**config.mk**
```make
export PLATFORM = sky130hd
export DESIGN_NAME = sema_cpu_port
export DESIGN_NICKNAME = d
export VERILOG_FILES = /design/src/rtl/sema_cpu_port.sv
export SDC_FILE = /design/constraint.sdc
export NUM_CORES = 1
export LEC_CHECK = 0
export BUFFER_PORTS_ARGS = -buffer_cell sky130_fd_sc_hd__buf_4
export CORE_ASPECT_RATIO = 1.4
export CORE_MARGIN = 1
export CORE_UTILIZATION = 45
export CTS_CLUSTER_DIAMETER = 80
export DETAILED_ROUTE_END_ITERATION = 7
export GPL_ROUTABILITY_DRIVEN = 0
export PLACE_DENSITY = 0.64
export SYNTH_ARGS = -nofsm -noshare
export SYNTH_HDL_FRONTEND = slang
export SYNTH_SLANG_ARGS = --single-unit
```
**constraint.sdc**
```tcl
create_clock -name clk_s -period 2 [get_ports clk_s]
set_clock_uncertainty 0.15 [all_clocks]
set_input_delay 0.2 -clock clk_s [delete_from_list [all_inputs] [get_ports clk_s]]
set_output_delay 0.2 -clock clk_s [all_outputs]
set_load 0.01 [all_outputs]
```
**src/rtl/sema_cpu_port.sv**
```systemverilog
// sema_cpu_port: CPU-side endpoint that turns words into sema write strobes and collects peer bits into words.
module sema_cpu_port #(
  parameter int DATA_W    = 8,
  parameter bit MSB_FIRST = 1'b1
) (
  input  logic              clk_s,
  input  logic              rstn_s,
  input  logic [DATA_W-1:0] tx_data,
  input  logic              tx_valid,
  output logic              tx_ready,
  output logic              tx_busy,
  output logic              sema_write_o_s,
  output logic              sema_data_o_s,
  input  logic              sema_is_empty_i_s,
  input  logic              sema_data_i_s,
  input  logic              sema_valid_i_s,
  output logic              sema_ready_o_s,
  output logic [DATA_W-1:0] rx_data,
  output logic              rx_valid,
  input  logic              rx_ready
);
  localparam int CW = $clog2(DATA_W);
  localparam logic [CW-1:0] LAST = CW'(DATA_W - 1);
  typedef enum logic [1:0] {IDLE, WAIT_EMPTY, SHIFT} state_t;
  state_t state, state_n;
  logic [DATA_W-1:0] tx_sh, col, col_n;
  logic [CW-1:0] tx_cnt, rx_cnt;
  logic take, done;
  always_comb begin
    state_n = state;
    case (state)
      IDLE:       state_n = tx_valid ? WAIT_EMPTY : IDLE;
      WAIT_EMPTY: state_n = sema_is_empty_i_s ? SHIFT : WAIT_EMPTY;
      SHIFT:      state_n = (tx_cnt == LAST) ? IDLE : SHIFT;
      default:    state_n = IDLE;
    endcase
  end
  assign tx_ready       = state == IDLE;
  assign tx_busy        = state != IDLE;
  assign sema_write_o_s = state == SHIFT;
  assign sema_data_o_s  = sema_write_o_s & (MSB_FIRST ? tx_sh[DATA_W-1] : tx_sh[0]);
  always_ff @(posedge clk_s or negedge rstn_s) begin
    if (!rstn_s) begin
      state  <= IDLE;
      tx_sh  <= '0;
      tx_cnt <= '0;
    end else begin
      state <= state_n;
      if (state == IDLE && tx_valid) begin
        tx_sh  <= tx_data;
        tx_cnt <= '0;
      end else if (state == SHIFT) begin
        tx_sh  <= MSB_FIRST ? tx_sh << 1 : tx_sh >> 1;
        tx_cnt <= (tx_cnt == LAST) ? '0 : tx_cnt + CW'(1);
      end
    end
  end
  // only the completing bit waits for the CPU to drain rx_data
  assign sema_ready_o_s = ~(rx_valid & (rx_cnt == LAST)) | rx_ready;
  assign take  = sema_valid_i_s & sema_ready_o_s;
  assign done  = take & (rx_cnt == LAST);
  assign col_n = MSB_FIRST ? {col[DATA_W-2:0], sema_data_i_s} : {sema_data_i_s, col[DATA_W-1:1]};
  always_ff @(posedge clk_s or negedge rstn_s) begin
    if (!rstn_s) begin
      col      <= '0;
      rx_cnt   <= '0;
      rx_data  <= '0;
      rx_valid <= 1'b0;
    end else begin
      if (take) begin
        col    <= col_n;
        rx_cnt <= done ? '0 : rx_cnt + CW'(1);
      end
      if (done) begin
        rx_data  <= col_n;
        rx_valid <= 1'b1;
      end else if (rx_ready) begin
        rx_valid <= 1'b0;
      end
    end
  end
endmodule
```
==> results.json <==
{
  "status": "finished, final reports clean",
  "post-dp-hpwl_um": 1770,
  "routed_wl_um": 2500,
  "p_sw_mw": 0.834,
  "combinationalPowerShare_pct": 35.0,
  "cp_top_family": "flip-flops",
  "reg2reg_to": "rx_data[6]",
  "dieArea_um2": 3280,
  "timing.slew.headroom_pct": 59.4,
  "path_clk_slew_ns": 0.07,
  "die_h_um": 67.3,
  "wl_met2_um": 1240,
  "vias_per_cell": 5.33,
  "stdcell_count": 182,
  "drc_errors": 0,
  "finalSetupTns_ns": 0,
  "end_kind": "flop",
  "syn-cell-area_um2": 1370,
  "maxSlewViolCount": 0,
  "worstPathRequired_ns": 2.01,
  "htreeDepth": 2,
  "yosys_warnings": 0,
  "synthArstFlopShare_pct": 100,
  "drive_above_1_share_pct": 40.7,
  "worst-path-max-fanout": 8,
  "numCtsBuffers": 5,
  "rows": 23,
  "p_int_mw": 1.68,
  "worstReg2RegStart": "rx_cnt[0]",
  "hp-class": "in -> reg",
  "placedCellCount": 171,
  "clk_latency_ns": 0.28,
  "yosysSeqAreaShare_pct": 58.3,
  "io_pins": 29,
  "synth_edf_count": 0,
  "grt_pass1_wl_um": 4240,
  "cpMostUsedCell": "ha_1",
  "fp.dieW_um": 48.7,
  "switching_share_pct": 33.1,
  "rsz0062_at_grt": "no",
  "period_share_pct": 86.6,
  "track_usage_pct": 17.7,
  "coreArea_um2": 2880,
  "ys_seq_elements": 32,
  "synthFlopType": "dfrtp_1",
  "slowest_delay_ns": 0.38,
  "ant_nets": 0,
  "r2r_slack_ns": 0.27,
  "worstSetupPathType": "reg -> reg",
  "worstPathArrival_ns": 1.75,
  "clock-sinks": 32,
  "hold_viol": 0,
  "hold_buffers": 3,
  "routed.top_layer": "met4",
  "start_util_pct": 47.7,
  "clkPwrFrac_pct": 20.1,
  "wl_per_cell_um": 13.8,
  "grt_max_degree": 33,
  "cts_resized": 0,
  "cp-endpoint": "rx_data[6]",
  "ir_drop_uv": 803,
  "synth.avg_cell_area_um2": 12.8,
  "areaGrowthSynthToFinish_pct": 27.4,
  "synth_cells": 107,
  "ys_types": 25,
  "start_kind": "flop",
  "fin_ws_ns": 0.268,
  "powerDensity_nw_per_um2": 1440,
  "setup_viol": 0,
  "netlist.area_leader.share_pct": 58.3,
  "vias": 970,
  "seq_power_share_pct": 44.9,
  "tightest_slew_ns": 0.608,
  "final_cell_mix": "dfrtp_1, buf_4, mux2_2, nand2_1",
  "final.min_clock_period_ns": 1.73,
  "cts_tree": "built",
  "rr_worst_depth": 5,
  "crit_chain": "ha_1, ha_1, nand2_1, a21oi_4, mux2_2",
  "grt_pass1_vias": 1000,
  "first_pass_iters": 4,
  "crit_buf_inv": 0,
  "first_iter_violations": 14,
  "netlist_top_cells_area": "dfrtp_1, mux2_2, a32oi_1",
  "final_common_cell": "dfrtp_1",
  "wl_met1_um": 1080,
  "startpoint": "rx_cnt[0]",
  "antenna_found_initial": 0,
  "wl_met3_um": 129,
  "drv_cap": 0,
  "dp_slack_ns": 0.262,
  "postCtsSetupBuffers": 0,
  "diodes": 0,
  "fmax_ghz": 0.577,
  "yosys.area.top_type": "dfrtp_1",
  "synthesis.nets": 126,
  "p_leak_nw": 0.846,
  "numPortBuffers": 28,
  "ctsRootBufferMaster": "clkbuf_8",
  "slowest_stage": "dfrtp_1",
  "final_nets": 163,
  "clk_path_buf_depth": 2,
  "cp.depth": 5,
  "grt_overflow": 0,
  "finalHoldWorstSlack_ns": 0.0105
}
==> worst min-delay path by stage <==
stage	from	end	slack (ns)	cells past startpoint
finish	tx_data[3]	tx_sh[3]	0.01	3
global route	sema_data_i_s	rx_data[0]	0.009	2
CTS	tx_data[4]	tx_sh[4]	0.001	3
detailed placement	rstn_s	rx_data[5]	0.007	1
global placement	rstn_s	rx_data[5]	0.004	1
floorplan	rstn_s	col[0]	-0.25	0
==> flip-flops by register name, indices dropped and copies added (netlist names) <==
| register | count |
|---|---|
| rx_cnt | 3 |
| rx_valid | 1 |
| state | 2 |
| tx_sh | 8 |
| tx_cnt | 3 |
| col | 7 |
| rx_data | 8 |
==> cell type report <==
type	instances	area, µm²
timing repair buffer	33	255
clock inverter	2	10.0
clock buffer	6	82.6
sequential	32	801
inverter	6	22.5
tap	37	46.3
fill	256	1130
multi-input combinational	66	532
==> layer usage <==
metal	up-vias	global-route usage, %
li1	463	-
met1	470	18.4
met3	7	5.86
met5	-	0
met2	30	30.7
met4	0	11.4
==> worst min-delay path, cell delays in order <==
cell	delay (ns)
buf_4	0.08
a32oi_1	0.08
nand2_1	0.05
==> stage by stage <==
step | util [%] | total power, mW | area [µm²]
2_1_floorplan | - | 1.65 | 1370
3_3_place_gp | 56.5 | 1.98 | 1630
3_5_place_dp | 56.5 | 2.03 | 1630
4_1_cts | 60.8 | 2.55 | 1750
5_1_grt | 60.8 | 2.70 | 1750
6_report | 60.8 | 2.52 | 1750
==> cell usage after synthesis (all sizes together), types with 2 or more instances <==
master	count
a21oi	2
a22o	3
a22oi	7
a32oi	7
buf	3
dfrtp	32
ha	4
inv	6
mux2	17
nand2	11
nor2	4
o21ai	3
==> power groups by stage <==
| stage | Combinational (mW) | Sequential [mW] | Clock [mW] |
|---|---|---|---|
| CTS | 0.894 | 1.13 | 0.525 |
| floorplan | 0.530 | 1.12 | 0 |
| global route | 0.978 | 1.17 | 0.551 |
| global placement | 0.860 | 1.12 | 0 |
| detailed placement | 0.887 | 1.14 | 0 |
| finish | 0.880 | 1.13 | 0.506 |
==> kinds of logic (layout without fill, tap and decap cells) <==
kind of cell	Yosys count	in the layout	share of synthesized area (%)
buffers and inverters	9	47	2.92
adder cells (fa/ha/maj)	4	4	3.65
multiplexers	17	17	13.9
flip-flops	32	32	58.3
AO/OA/AOI/OAI	24	24	13.9
AND/OR/NAND/NOR	21	21	7.20
(Power assumes the default switching activity.)
